<file path="config.mk">
export PLATFORM = sky130hd
export DESIGN_NAME = dm_arbiter
export DESIGN_NICKNAME = d
export VERILOG_FILES = /design/src/rtl/dm_arbiter.sv
export SDC_FILE = /design/constraint.sdc
export NUM_CORES = 1
export LEC_CHECK = 0
export BUFFER_PORTS_ARGS = -buffer_cell sky130_fd_sc_hd__buf_4
export CAP_MARGIN = 20
export CORE_AREA = 2 2 153 155
export CTS_BUF_LIST = sky130_fd_sc_hd__clkbuf_8
export CTS_CLUSTER_DIAMETER = 40
export CTS_CLUSTER_SIZE = 40
export DETAILED_ROUTE_END_ITERATION = 7
export DIE_AREA = 0 0 155 157
export HOLD_SLACK_MARGIN = 0.03
export PLACE_DENSITY_LB_ADDON = 0.05
export SETUP_SLACK_MARGIN = 0.02
export SKIP_CTS_REPAIR_TIMING = 1
export SLEW_MARGIN = 10
export SYNTH_ARGS = -nofsm -noshare
export SYNTH_HDL_FRONTEND = slang
export SYNTH_SLANG_ARGS = --single-unit
</file>
<file path="constraint.sdc">
create_clock -name clk -period 3.7 [get_ports clk]
set_input_delay 0.185 -clock clk [delete_from_list [all_inputs] [get_ports clk]]
set_output_delay 0.185 -clock clk [all_outputs]
set_load 0.02 [all_outputs]
</file>
<file path="src/rtl/dm_arbiter.sv">
`default_nettype none
// ============================================================================
//  Module      : dm_arbiter
//  Description : Access controller and two-port arbiter in front of a
//                word-only data memory (1024 x 32, combinational read,
//                synchronous write). Arbitrates between the CPU M-stage
//                port (C) and the loader/debug port (D), turns byte and
//                halfword stores into read-modify-write sequences, extracts
//                zero-extended sub-word loads and rejects misaligned or
//                out-of-range accesses without a memory cycle.
//  Revision    : 1.0  initial release
// ----------------------------------------------------------------------------
//  Parameters
//    MEM_BYTES   legal byte addresses are [0, MEM_BYTES-1]
//    RESET_PRIO  requester that wins the first tie after reset (0=C, 1=D)
//  Optional feature
//    DM_ARBITER_TRACE_EN  when defined, prints a line for every memory
//                         write and for every rejected access
//  Ports
//    clk, rst_n                        clock, asynchronous active-low reset
//    i_c_req/we/size/addr/wd/pc        C request (held until o_c_ack)
//    o_c_ack/err/rdata                 C completion pulse, error, load data
//    i_d_* / o_d_*                     same set for requester D
//    o_mem_a/we/wd/pc, i_mem_rd        word memory interface
//    o_busy                            controller not idle
// ============================================================================
module dm_arbiter #(
   parameter int unsigned MEM_BYTES  = 4096,
   parameter bit          RESET_PRIO = 1'b0
) (
   input  logic        clk,
   input  logic        rst_n,
   // requester C
   input  logic        i_c_req,
   input  logic        i_c_we,
   input  logic [1:0]  i_c_size,
   input  logic [31:0] i_c_addr,
   input  logic [31:0] i_c_wd,
   input  logic [31:0] i_c_pc,
   output logic        o_c_ack,
   output logic        o_c_err,
   output logic [31:0] o_c_rdata,
   // requester D
   input  logic        i_d_req,
   input  logic        i_d_we,
   input  logic [1:0]  i_d_size,
   input  logic [31:0] i_d_addr,
   input  logic [31:0] i_d_wd,
   input  logic [31:0] i_d_pc,
   output logic        o_d_ack,
   output logic        o_d_err,
   output logic [31:0] o_d_rdata,
   // word memory
   output logic [31:0] o_mem_a,
   output logic        o_mem_we,
   output logic [31:0] o_mem_wd,
   output logic [31:0] o_mem_pc,
   input  logic [31:0] i_mem_rd,
   // status
   output logic        o_busy
);

   typedef enum logic [1:0] {
      S_IDLE = 2'd0,
      S_RD   = 2'd1,
      S_WR   = 2'd2,
      S_ACK  = 2'd3
   } state_t;

   localparam logic [1:0] c_SZ_BYTE = 2'b00;
   localparam logic [1:0] c_SZ_HALF = 2'b01;
   localparam logic [1:0] c_SZ_WORD = 2'b10;
   localparam logic [1:0] c_SZ_ILL  = 2'b11;

   localparam logic c_OWNER_C = 1'b0;
   localparam logic c_OWNER_D = 1'b1;

   state_t      r_state;
   state_t      w_state_nxt;

   // latched transaction
   logic        r_owner;
   logic        r_we;
   logic        r_err;
   logic [1:0]  r_size;
   logic [31:0] r_addr;
   logic [31:0] r_wd;
   logic [31:0] r_pc;
   logic [31:0] r_buf;     // memory word captured in RD (merge / load source)

   // requester that wins the next tie (0 = C, 1 = D)
   logic        r_prio;

   // arbitration and selected request
   logic        w_grant;
   logic        w_gnt_d;
   logic        w_sel_we;
   logic [1:0]  w_sel_size;
   logic [31:0] w_sel_addr;
   logic [31:0] w_sel_wd;
   logic [31:0] w_sel_pc;
   logic        w_sel_err;

   // lane handling
   logic [31:0] w_merge;
   logic [31:0] w_load;
   logic [31:0] w_rdata;

   // -------------------------------------------------------------------------
   // Arbitration: only sampled in IDLE. D wins when it is alone, or when both
   // ask and D holds the tie-break token.
   // -------------------------------------------------------------------------
   assign w_grant    = (r_state == S_IDLE) && (i_c_req || i_d_req);
   assign w_gnt_d    = i_d_req && (!i_c_req || r_prio);

   assign w_sel_we   = w_gnt_d ? i_d_we   : i_c_we;
   assign w_sel_size = w_gnt_d ? i_d_size : i_c_size;
   assign w_sel_addr = w_gnt_d ? i_d_addr : i_c_addr;
   assign w_sel_wd   = w_gnt_d ? i_d_wd   : i_c_wd;
   assign w_sel_pc   = w_gnt_d ? i_d_pc   : i_c_pc;

   assign w_sel_err  = (w_sel_size == c_SZ_ILL)
                    || ((w_sel_size == c_SZ_HALF) && w_sel_addr[0])
                    || ((w_sel_size == c_SZ_WORD) && (w_sel_addr[1:0] != 2'b00))
                    || (w_sel_addr >= MEM_BYTES);

   // -------------------------------------------------------------------------
   // State register
   // -------------------------------------------------------------------------
   always_ff @(posedge clk or negedge rst_n) begin
      if (!rst_n) begin
         r_state <= S_IDLE;
      end else begin
         r_state <= w_state_nxt;
      end
   end

   // -------------------------------------------------------------------------
   // Transaction latch, tie-break token and read buffer
   // -------------------------------------------------------------------------
   always_ff @(posedge clk or negedge rst_n) begin
      if (!rst_n) begin
         r_owner <= c_OWNER_C;
         r_we    <= 1'b0;
         r_err   <= 1'b0;
         r_size  <= 2'b00;
         r_addr  <= 32'd0;
         r_wd    <= 32'd0;
         r_pc    <= 32'd0;
         r_buf   <= 32'd0;
         r_prio  <= RESET_PRIO;
      end else begin
         if (w_grant) begin
            r_owner <= w_gnt_d;
            r_we    <= w_sel_we;
            r_err   <= w_sel_err;
            r_size  <= w_sel_size;
            r_addr  <= w_sel_addr;
            r_wd    <= w_sel_wd;
            r_pc    <= w_sel_pc;
            // the requester just served loses the next tie
            r_prio  <= ~w_gnt_d;
         end
         if (r_state == S_RD) begin
            r_buf <= i_mem_rd;
         end
      end
   end

   // -------------------------------------------------------------------------
   // Little-endian lane merge (stores) and extraction (loads)
   // -------------------------------------------------------------------------
   always_comb begin
      w_merge = r_buf;
      w_load  = r_buf;
      case (r_size)
         c_SZ_BYTE: begin
            w_merge[{r_addr[1:0], 3'b000} +: 8] = r_wd[7:0];
            w_load = {24'd0, r_buf[{r_addr[1:0], 3'b000} +: 8]};
         end
         c_SZ_HALF: begin
            w_merge[{r_addr[1], 4'b0000} +: 16] = r_wd[15:0];
            w_load = {16'd0, r_buf[{r_addr[1], 4'b0000} +: 16]};
         end
         default: begin
            w_merge = r_buf;
            w_load  = r_buf;
         end
      endcase
   end

   // rejected accesses and stores return zero
   assign w_rdata = (r_err || r_we) ? 32'd0 : w_load;

   // -------------------------------------------------------------------------
   // Next state and outputs
   // -------------------------------------------------------------------------
   always_comb begin
      w_state_nxt = r_state;
      o_mem_a     = 32'd0;
      o_mem_we    = 1'b0;
      o_mem_wd    = 32'd0;
      o_mem_pc    = 32'd0;
      o_c_ack     = 1'b0;
      o_c_err     = 1'b0;
      o_c_rdata   = 32'd0;
      o_d_ack     = 1'b0;
      o_d_err     = 1'b0;
      o_d_rdata   = 32'd0;
      o_busy      = (r_state != S_IDLE);

      case (r_state)
         S_IDLE: begin
            if (w_grant) begin
               if (w_sel_err) begin
                  w_state_nxt = S_ACK;
               end else if (w_sel_we && (w_sel_size == c_SZ_WORD)) begin
                  w_state_nxt = S_WR;
               end else begin
                  // loads and sub-word stores both need the current word
                  w_state_nxt = S_RD;
               end
            end
         end

         S_RD: begin
            o_mem_a     = {r_addr[31:2], 2'b00};
            o_mem_pc    = r_pc;
            w_state_nxt = r_we ? S_WR : S_ACK;
         end

         S_WR: begin
            o_mem_a     = {r_addr[31:2], 2'b00};
            o_mem_pc    = r_pc;
            o_mem_we    = 1'b1;
            o_mem_wd    = (r_size == c_SZ_WORD) ? r_wd : w_merge;
            w_state_nxt = S_ACK;
         end

         S_ACK: begin
            if (r_owner == c_OWNER_D) begin
               o_d_ack   = 1'b1;
               o_d_err   = r_err;
               o_d_rdata = w_rdata;
            end else begin
               o_c_ack   = 1'b1;
               o_c_err   = r_err;
               o_c_rdata = w_rdata;
            end
            w_state_nxt = S_IDLE;
         end

         default: begin
            w_state_nxt = S_IDLE;
         end
      endcase
   end

   // -------------------------------------------------------------------------
   // Optional write / error trace
   // -------------------------------------------------------------------------
`ifdef DM_ARBITER_TRACE_EN
   always @(posedge clk) begin
      if (rst_n && (r_state == S_WR)) begin
         $display("%d@%h: *%h <= %h", $time, r_pc, {r_addr[31:2], 2'b00}, o_mem_wd);
      end
      if (rst_n && (r_state == S_ACK) && r_err) begin
         $display("%d@%h: dm err %h", $time, r_pc, r_addr);
      end
   end
`else
   // trace disabled: no simulation output
`endif

endmodule
`default_nettype wire

</file>
==> results of run 1 <==
==> cell families after synthesis <==
group	synth area share [%]
AND/OR/NAND/NOR	22.5
AO/OA/AOI/OAI	25.7
flip-flops	38.5
buffers and inverters	5.68
multiplexers	6.33
adder cells (fa/ha/maj)	1.27
other	0.0424
==> per-layer routing <==
layer	routed length, um	global-route usage (%)
met4	1080	9.22
met1	13500	32.7
met3	2690	6.83
met2	17700	47.2
met5	0	0
==> cell usage after synthesis, drive strengths merged, types with 2 or more instances <==
cell	n	area [sq um]
a221o	8	86.3
a22oi	65	488
nor4	9	71.3
o221ai	19	166
dfrtp	136	3400
nor2	85	338
a221oi	16	140
o22ai	18	113
inv	16	60.1
o21a	2	15.0
or2	2	12.5
nor2b	17	106
mux4	8	180
mux2i	11	110
a31oi	44	275
mux2	24	270
nand2b	4	25.0
nor3	3	26.3
o21ai	108	541
o211a	14	140
nand2	191	722
or4	2	15.0
and2	95	594
clkbuf	54	203
nand4	3	18.8
a22o	16	140
ha	9	113
nand3	8	40.0
buf	44	225
a21oi	26	130
clkinv	4	15.0
==> worst paths after layout <==
check	startpoint	end	slack, ns	cells after the start
worst max register to register	r_state[0]$_DFFE_PN0P_	r_addr[4]$_DFFE_PN0P_	0.86	7
worst min-delay path	i_c_wd[18]	r_wd[18]$_DFFE_PN0P_	0.01	3
worst min register to register	r_pc[7]$_DFFE_PN0P_	r_pc[7]$_DFFE_PN0P_	0.48	2
worst max-delay path	r_addr[1]$_DFFE_PN0P_	o_mem_wd[29]	0.56	8
max in group asynchronous	rst_n	r_pc[24]$_DFFE_PN0P_	2.42	3
min in group asynchronous	rst_n	r_buf[18]$_DFFE_PN0N_	0.34	2
==> tightest hold or removal path, stage by stage <==
cell     delay [ns]
buf_4          0.08
a22oi_1        0.05
o21ai_1        0.11
==> cell usage in the layout (no fill, tap or decap), types with 9 or more instances in the layout <==
| cell | instances |
|---|---|
| buf_4 | 413 |
| nand2_1 | 189 |
| dfrtp_1 | 135 |
| dlygate4sd3_1 | 114 |
| and2_1 | 94 |
| o21ai_0 | 88 |
| nor2_1 | 83 |
| a22oi_1 | 65 |
| a31oi_1 | 44 |
| a21oi_1 | 26 |
| mux2_2 | 24 |
| o21ai_1 | 19 |
| o221ai_1 | 19 |
| o22ai_1 | 18 |
| nor2b_1 | 17 |
| clkbuf_8 | 17 |
| a22o_1 | 16 |
| a221oi_1 | 16 |
| inv_1 | 15 |
| o211a_1 | 14 |
| mux2i_1 | 11 |
| ha_1 | 9 |
==> metrics by stage <==
stage | util, % | setup WS (ns) | hold slack (ns) | power [W] | instance area (sq um)
4_1_cts | 54.5 | 0.553 | -0.210 | 0.0110 | 12300
6_report | 59.6 | 0.556 | 0.0124 | 0.0115 | 13400
3_3_place_gp | 52.9 | 1.15 | 0.302 | 0.00975 | 11900
2_1_floorplan | - | 1.26 | -0.111 | 0.00719 | 8850
3_5_place_dp | 52.9 | 1.11 | 0.295 | 0.00983 | 11900
5_1_grt | 59.6 | 0.465 | 0.0311 | 0.0122 | 13400
==> state kept, by name, summed over array words and instances, names as in the netlist <==
| name | count |
|---|---|
| r_addr | 32 |
| r_we | 1 |
| r_prio | 1 |
| r_owner | 1 |
| r_buf | 32 |
| r_err | 1 |
| r_size | 2 |
| r_pc | 32 |
| r_state | 2 |
| r_wd | 32 |
==> final cells by class <==
cell class,instances,share of cell area (%)
multi-input combinational,815,37.0
timing repair buffer,528,31.7
sequential,136,25.4
tap,285,2.66
clock buffer,17,1.74
clock inverter,14,0.942
inverter,20,0.560
==> where the power goes <==
group / total [W] / switching (W) / internal, W / leakage [nW]
sequential: 0.00321 / 0.000986 / 0.00222 / 1.61
clock: 0.00119 / 0.000656 / 0.000531 / 0.176
combinational: 0.00706 / 0.00391 / 0.00315 / 4.52
==> flow_summary.json, run 1 <==
{
  "run_status": "finished clean",
  "critPathBufInv": 3,
  "dieArea_sq_um": 24300,
  "io_pins": 400,
  "layout.nets": 1761,
  "cpLargestDelayFamily": "buffers and inverters",
  "fin_tns_setup_ns": 0,
  "area_delta_synth_final_pct": 51.5,
  "vias_per_cell": 5.47,
  "cts_buffer_depth": 2,
  "synth.distinct_cells": 49,
  "vias": 9929,
  "ys.flop_type": "dfrtp_1",
  "critical_path.max_stage_delay_ns": 0.45,
  "gp_congestion": 0.898,
  "clock-root-buffer": "clkbuf_8",
  "num_rows": 55,
  "cpMaxStageDelayCell": "nor4_4",
  "syn_inst": 1068,
  "core-area_sq_um": 22500,
  "grt_pass1_vias": 8959,
  "cts_max_level": 4,
  "fin_cells": 1815,
  "netlist_area_sq_um": 8850,
  "numCtsBuffers": 17,
  "tightest_slew_ns": 1.05,
  "p_leak_nw": 6.31,
  "wl_um": 35000,
  "placedCellCount": 1670,
  "place.detailed.hpwl_um": 24300,
  "synth.avg_cell_area_sq_um": 8.29,
  "drc_errors": 0,
  "diodes": 0,
  "min_period_ns": 3.14,
  "clock_latency_ns": 0.45,
  "drv_slew": 0,
  "ir_drop_uv": 409,
  "fmax_mhz": 318,
  "period_share_pct": 85.0,
  "synth_edf_count": 0,
  "drt_iter0_markers": 730,
  "cts_sinks": 136,
  "antenna_found_initial": 0,
  "antenna_left": 0,
  "crit_type": "reg2out",
  "drv_cap": 0,
  "grt_max_degree": 84,
  "grt_usage_pct": 27.1,
  "clk_pin_slew_worst_paths_ns": 0.09,
  "start_kind": "register",
  "setup_violations": 0,
  "synthArstFlopShare_pct": 100,
  "nFillCells": 2101,
  "ys_ff_latch": 136,
  "skew_ns": 0.0205,
  "hp-class": "in2reg",
  "die_w_um": 155,
  "rsz0062_at_grt": "false",
  "drive_above_1_share_pct": 32.5,
  "io_buffer_count": 397,
  "dr.pass1.iters": 5,
  "power_density_nw_per_um2": 854,
  "grt.overflow.total": 0,
  "multi_input_area_sq_um": 4960,
  "seq_area_frac_synth_pct": 38.5,
  "seqCellArea_sq_um": 3400,
  "finalHoldViolCount": 0,
  "start_util_pct": 39.3,
  "ys.warnings.count": 0,
  "wl_per_cell_um": 19.3,
  "cp_data_required_time_ns": 3.51,
  "cts_tree": "built",
  "critPathMostFrequentCell": "buf_4",
  "grt_pass1_wl_um": 51100,
  "die_height_um": 157,
  "crit_arrival_ns": 2.96,
  "endpoint_kind": "output pin",
  "crit_chain": "buf_4 -> ha_1 -> clkinv_1 -> nor4_4 -> a221o_2 -> o21ai_1 -> a21oi_1 -> buf_4",
  "slew_headroom_pct": 29.8,
  "critPathMaxFanout": 37
}
No activity file was read; power rests on OpenSTA's default activity.
==> run 2, diff against run 1 <==
--- a/config.mk
+++ b/config.mk
@@ -7,12 +7,12 @@
 export LEC_CHECK = 0
 export BUFFER_PORTS_ARGS = -buffer_cell sky130_fd_sc_hd__buf_4
 export CAP_MARGIN = 20
-export CORE_AREA = 2 2 153 155
+export CORE_AREA = 2 2 157 159
 export CTS_BUF_LIST = sky130_fd_sc_hd__clkbuf_8
 export CTS_CLUSTER_DIAMETER = 40
 export CTS_CLUSTER_SIZE = 40
 export DETAILED_ROUTE_END_ITERATION = 7
-export DIE_AREA = 0 0 155 157
+export DIE_AREA = 0 0 159 161
 export HOLD_SLACK_MARGIN = 0.03
 export PLACE_DENSITY_LB_ADDON = 0.05
 export SETUP_SLACK_MARGIN = 0.02
==> constraint.sdc (replaced) <==
create_clock -name clk -period 2.64 [get_ports clk]
set_input_delay 0.132 -clock clk [delete_from_list [all_inputs] [get_ports clk]]
set_output_delay 0.132 -clock clk [all_outputs]
set_load 0.02 [all_outputs]
==> run 2 against run 1 <==
Critical endpoint is now o_mem_wd[13]. The flow now finishes with violations (hold timing). Utilization grew 1.6 points. Sequential power is 38% higher. Combinational power increased by 53%. Final area grew 9.3%. First-iteration DRC count shrank 3.2%. Sequential cell count unchanged.
==> flow_summary.json, run 2 (synthesis results as in run 1) <==
{
  "area_delta_synth_final_pct": 65.6,
  "cts_sinks": 136,
  "die_w_um": 159,
  "vias": 10600,
  "gp_congestion": 0.926,
  "drv_cap": 0,
  "period_share_pct": 97.1,
  "grt_usage_pct": 26.7,
  "grt_pass1_wl_um": 53100,
  "drc_errors": 0,
  "endpoint": "o_mem_wd[13]",
  "layout_setup_ws_ns": 0.0772,
  "crit_arrival_ns": 2.43,
  "power_density_nw_per_um2": 1160,
  "grt_pass1_vias": 9330,
  "wl_met2_um": 18500,
  "crit_type": "reg2out",
  "tightest_slew_ns": 0.817,
  "drt_iter0_markers": 707,
  "io_pins": 400,
  "antenna_left": 0,
  "hp-class": "in2reg",
  "skew_ns": 0.0171,
  "drv_slew": 0,
  "grt_max_degree": 104,
  "vias_per_cell": 5.37,
  "io_buffer_count": 397,
  "layout_commonest_cell": "buf_4",
  "reg2reg_slack_ns": 0.16,
  "dieArea_sq_um": 25600,
  "finalHoldViolCount": 6,
  "r2r-end": "r_addr[9]$_DFFE_PN0P_",
  "clock-root-buffer": "clkbuf_8",
  "run_status": "finished, violations left",
  "mostFrequentLayoutCells": "buf_4 (436), dlygate4sd3_1 (192), nand2_1 (188), dfrtp_1 (134), and2_1 (94)",
  "grt.overflow.total": 0,
  "critPathLaunch": "r_addr[1]$_DFFE_PN0P_",
  "r2r-start": "r_state[0]$_DFFE_PN0P_",
  "numCtsBuffers": 17,
  "diodes": 0,
  "fmax_mhz": 390,
  "layout.nets": 1870,
  "setup_violations": 0,
  "dr.pass1.iters": 6,
  "met3_length_um": 2810,
  "ir_drop_uv": 587,
  "pre_cts_slack_ns": 0.372,
  "core-area_sq_um": 24000,
  "drive_above_1_share_pct": 32.9,
  "place.detailed.hpwl_um": 26000,
  "failed_checks": "hold timing",
  "highest_layer": "met4",
  "num_rows": 57,
  "met1_length_um": 14400,
  "cts_buffer_depth": 2,
  "reg2reg_depth": 7,
  "start_kind": "register",
  "cp_data_required_time_ns": 2.51,
  "min_period_ns": 2.56,
  "cts_max_level": 4,
  "slew_headroom_pct": 45.5,
  "fin_tns_setup_ns": 0,
  "p_leak_nw": 6.84,
  "clk_pin_slew_worst_paths_ns": 0.10,
  "fin_cells": 1964,
  "critPathMaxFanout": 10,
  "rsz0062_at_grt": "true",
  "cts_tree": "built",
  "wl_um": 37400,
  "antenna_found_initial": 0,
  "whs_ns": -0.00991,
  "start_util_pct": 36.9,
  "die_height_um": 161,
  "endpoint_kind": "output pin",
  "wl_per_cell_um": 19.0,
  "placedCellCount": 1733,
  "clock_latency_ns": 0.47
}
run 2: cell count changes in the layout (fill, tap and decap cells not counted), moves of 2 or more:
cell	change
clkinvlp_4	-3
a221oi_1	-3
o21ai_1	+3
buf_4	+23
clkinv_1	-2
o21ai_0	-3
inv_6	+2
ha_4	+2
buf_12	+7
ha_1	-2
a221oi_2	+3
dlygate4sd3_1	+78
clkinv_4	+2
run 2: worst min-delay path by stage:
| stage | end | cells after the start | slack, ns | startpoint |
|---|---|---|---|---|
| after CTS | r_buf[21]$_DFFE_PN0N_ | 1 | -0.38 | rst_n |
| after global routing | r_pc[6]$_DFFE_PN0P_ | 3 | 0.009 | i_c_pc[6] |
| final | r_pc[16]$_DFFE_PN0P_ | 3 | -0.01 | i_c_pc[16] |
| after global placement | r_buf[21]$_DFFE_PN0N_ | 1 | 0.13 | rst_n |
| after detailed placement | r_buf[18]$_DFFE_PN0N_ | 1 | 0.13 | rst_n |
| after floorplan | r_addr[0]$_DFFE_PN0P_ | 0 | -0.16 | rst_n |
run 2: critical path, cell delays in order, from the launching register on:
cell and delay (ns):
dfrtp_2 0.45, inv_2 0.08, buf_4 0.18, ha_1 0.19
nand2_1 0.12, nor3_4 0.20, buf_4 0.19, a21oi_1 0.08
o21ai_1 0.15, o211a_1 0.19, buf_4 0.15
run 2: power breakdown:
group          leakage (nW)  switching [W]  internal, W
clock                 0.202       0.000955     0.000793
sequential             1.61        0.00132      0.00312
combinational          5.03        0.00585      0.00493
run 2: final cells by class:
class / count / area, sq um
Clock buffer: 18 / 248
Clock inverter: 14 / 138
Fill cell: 2174 / 9300
Inverter: 20 / 78.8
Multi-Input combinational cell: 815 / 5010
Sequential cell: 136 / 3410
Tap cell: 324 / 405
Timing Repair Buffer: 637 / 5370
run 2: layer usage:
metal / vias to the layer above / track usage (%)
met2: 482 / 46.4
li1: 4934 / -
met4: 0 / 10.5
met3: 88 / 7.04
met5: - / 0
met1: 5048 / 31.7
run 2: per-stage QoR:
stage	power, W	instance area, sq um	utilization [%]
4_1_cts	0.0159	12600	52.5
3_3_place_gp	0.0141	12200	50.9
6_report	0.0170	14700	61.2
2_1_floorplan	0.0101	8850	-
5_1_grt	0.0181	14700	61.2
3_5_place_dp	0.0141	12200	50.9
==> run 3, diff against run 2 <==
--- a/config.mk
+++ b/config.mk
@@ -5,14 +5,15 @@
 export SDC_FILE = /design/constraint.sdc
 export NUM_CORES = 1
 export LEC_CHECK = 0
+export ABC_AREA = 1
 export BUFFER_PORTS_ARGS = -buffer_cell sky130_fd_sc_hd__buf_4
-export CAP_MARGIN = 20
-export CORE_AREA = 2 2 157 159
+export CAP_MARGIN = 15
+export CORE_MARGIN = 2
+export CORE_UTILIZATION = 30
 export CTS_BUF_LIST = sky130_fd_sc_hd__clkbuf_8
 export CTS_CLUSTER_DIAMETER = 40
 export CTS_CLUSTER_SIZE = 40
 export DETAILED_ROUTE_END_ITERATION = 7
-export DIE_AREA = 0 0 159 161
 export HOLD_SLACK_MARGIN = 0.03
 export PLACE_DENSITY_LB_ADDON = 0.05
 export SETUP_SLACK_MARGIN = 0.02
==> run 3 against run 2 <==
The run now ends clean. Clock skew is 0.0066 ns higher. Via count is 12% higher. Die area rose by 27%. Total power up 0.19%. Sequential cell count is the same. Hold slack gained 0.031 ns. Routed wire length grew 18%. Clock power down 6%. Utilization fell by 12 points. Critical path type unchanged. Highest routed layer unchanged.
==> flow_summary.json, run 3 <==
{
  "crit_chain": "buf_4 -> nand2_1 -> o21ai_0 -> a21oi_1 -> nor2_1 -> o21ai_0 -> inv_1 -> buf_4",
  "num_rows": 64,
  "start_kind": "register",
  "netlist_area_sq_um": 9360,
  "clk_pin_slew_worst_paths_ns": 0.10,
  "crit_arrival_ns": 2.34,
  "dr.pass1.iters": 6,
  "grt_pass1_wl_um": 65000,
  "yosysTopAreaCell": "dfrtp_1",
  "slew_headroom_pct": 44.2,
  "yosysMostFrequentCell": "nand2_1",
  "synthSimpleGateAreaFrac_pct": 31.7,
  "synth_fa_ha_area_share_pct": 1.20,
  "crit_type": "reg2out",
  "seq_area_frac_synth_pct": 36.4,
  "ys.warnings.count": 0,
  "syn_inst": 1420,
  "whs_ns": 0.0207,
  "endpoint_kind": "output pin",
  "cpLargestDelayFamily": "buffers and inverters",
  "start_util_pct": 30.5,
  "cpMaxStageDelayCell": "dfrtp_1",
  "cp_data_required_time_ns": 2.51,
  "io_buffer_count": 397,
  "place.detailed.hpwl_um": 32100,
  "reg2reg_depth": 8,
  "clock_latency_ns": 0.46,
  "grt_usage_pct": 25.6,
  "vias": 11800,
  "grt.overflow.total": 0,
  "skew_ns": 0.0237,
  "clock-root-buffer": "clkbuf_8",
  "ys.flop_type": "dfrtp_1",
  "drv_cap": 0,
  "critPathMaxFanout": 35,
  "grt_pass1_vias": 10900,
  "antenna_left": 0,
  "synthTopCellsByArea": "dfrtp_1 (36%), nand2_1 (14%), nand3_1 (11%), o21ai_0 (7.2%), inv_1 (6.7%)",
  "ir_drop_uv": 607,
  "reg2reg_slack_ns": 0.33,
  "synth.avg_cell_area_sq_um": 6.59,
  "p_leak_nw": 7.57,
  "setup_violations": 0,
  "mostFrequentLayoutCells": "buf_4 (428), nand2_1 (342), nand3_1 (207), dlygate4sd3_1 (184), inv_1 (169)",
  "cts_buffer_depth": 2,
  "vias_per_cell": 5.02,
  "finalHoldViolCount": 0,
  "period_share_pct": 93.6,
  "die_w_um": 181,
  "fmax_mhz": 404,
  "power_density_nw_per_um2": 1140,
  "drc_errors": 0,
  "die_height_um": 181,
  "rsz0062_at_grt": "false",
  "yosys.area.top_type_share_pct": 36.4,
  "synth.distinct_cells": 27,
  "r2r-end": "r_wd[3]$_DFFE_PN0P_",
  "nFillCells": 3202,
  "synth_edf_count": 0,
  "grt_max_degree": 110,
  "wl_per_cell_um": 18.8,
  "antenna_found_initial": 2,
  "synth_top_family_by_area": "simple AND/OR/NAND/NOR gates",
  "synth_common_cells": "nand2_1 (346), nand3_1 (207), inv_1 (167), dfrtp_1 (136), o21ai_0 (134)",
  "critPathBufInv": 3,
  "synth_mux_area_share_pct": 0,
  "critical_path.max_stage_delay_ns": 0.51,
  "cts_sinks": 136,
  "drt_iter0_markers": 725,
  "gp_congestion": 0.935,
  "wl_um": 44300,
  "core-area_sq_um": 30700,
  "cts_max_level": 4,
  "hp-class": "in2reg",
  "dieArea_sq_um": 32600,
  "drv_slew": 0,
  "ys_ff_latch": 136,
  "layout_commonest_cell": "buf_4",
  "layout.nets": 2189,
  "endpoint": "o_mem_wd[10]",
  "synth_xor_area_share_pct": 0,
  "p_total_w": 0.0170,
  "r2r-start": "r_state[0]$_DFFE_PN0P_",
  "critPathLaunch": "r_size[1]$_DFFE_PN0P_",
  "final_core_util_pct": 48.7,
  "crit_cells": 8,
  "fin_tns_setup_ns": 0,
  "min_period_ns": 2.47,
  "area_delta_synth_final_pct": 59.6,
  "synth_compound_area_share_pct": 18.5,
  "tightest_slew_ns": 0.837,
  "synthArstFlopShare_pct": 100,
  "drive_above_1_share_pct": 24.7,
  "run_status": "finished clean",
  "cts_tree": "built",
  "io_pins": 400,
  "numCtsBuffers": 17
}
==> run 3: metrics by stage <==
stage                     setup slack [ns]  instances  cell area, sq um
after CTS                          0.00355       2171             13000
after global routing                0.0297       2357             14900
after floorplan                      0.457       1421              9360
final                                0.168       2357             14900
after detailed placement             0.520       2139             12700
after global placement               0.518       2139             12700
==> run 3: worst register-to-register path, cell delays in order, from the launching register on <==
cell,delay (ns)
dfrtp_1,0.40
inv_1,0.13
ha_2,0.20
inv_1,0.10
a21oi_4,0.17
buf_12,0.38
nand3_1,0.18
o211ai_1,0.12
dlygate4sd3_1,0.57
==> run 3: report_power, final <==
group	switching, W	internal [W]	leakage [nW]
Sequential	0.000880	0.00314	1.65
Combinational	0.00734	0.00400	5.75
Clock	0.000965	0.000676	0.171
==> run 3: routing by layer <==
| layer | part of all wire, % | vias to the layer above | wire length [um] | GRT usage [%] |
|---|---|---|---|---|
| met5 | 0 | - | 0 | 0 |
| met4 | 3.5 | 0 | 1560 | 10.6 |
| met3 | 6.5 | 90 | 2890 | 5.78 |
| met2 | 49 | 506 | 21700 | 42.7 |
| met1 | 41 | 5521 | 18100 | 31.9 |
| li1 | - | 5724 | - | - |
==> run 3: worst min path at each step <==
stage	cells past startpoint	from	end	slack, ns
2_1_floorplan	0	rst_n	r_addr[0]$_DFFE_PN0P_	-0.16
3_3_place_gp	1	rst_n	r_buf[5]$_DFFE_PN0N_	0.11
3_5_place_dp	1	rst_n	r_buf[5]$_DFFE_PN0N_	0.11
4_1_cts	1	rst_n	r_buf[5]$_DFFE_PN0N_	-0.40
5_1_grt	5	i_c_addr[20]	r_addr[20]$_DFFE_PN0P_	0.05
6_report	5	i_c_addr[27]	r_addr[27]$_DFFE_PN0P_	0.02
==> run 3: layout make-up <==
type                    count  area [sq um]  share of cell area (%)
clock buffers              18           248                    1.66
repair buffers            617          5150                    34.5
inverters                 172           648                    4.34
multi-input cells        1002          4890                    32.8
diodes                      2          5.00                  0.0335
flip-flops and latches    136          3400                    22.8
clock inverters            14          98.8                   0.662
well taps                 396           495                    3.32
==> run 3: kinds of logic after synthesis <==
logic type | Yosys count
AO/OA/AOI/OAI | 297
adder cells (fa/ha/maj) | 9
buffers and inverters | 283
flip-flops | 136
other | 1
AND/OR/NAND/NOR | 694
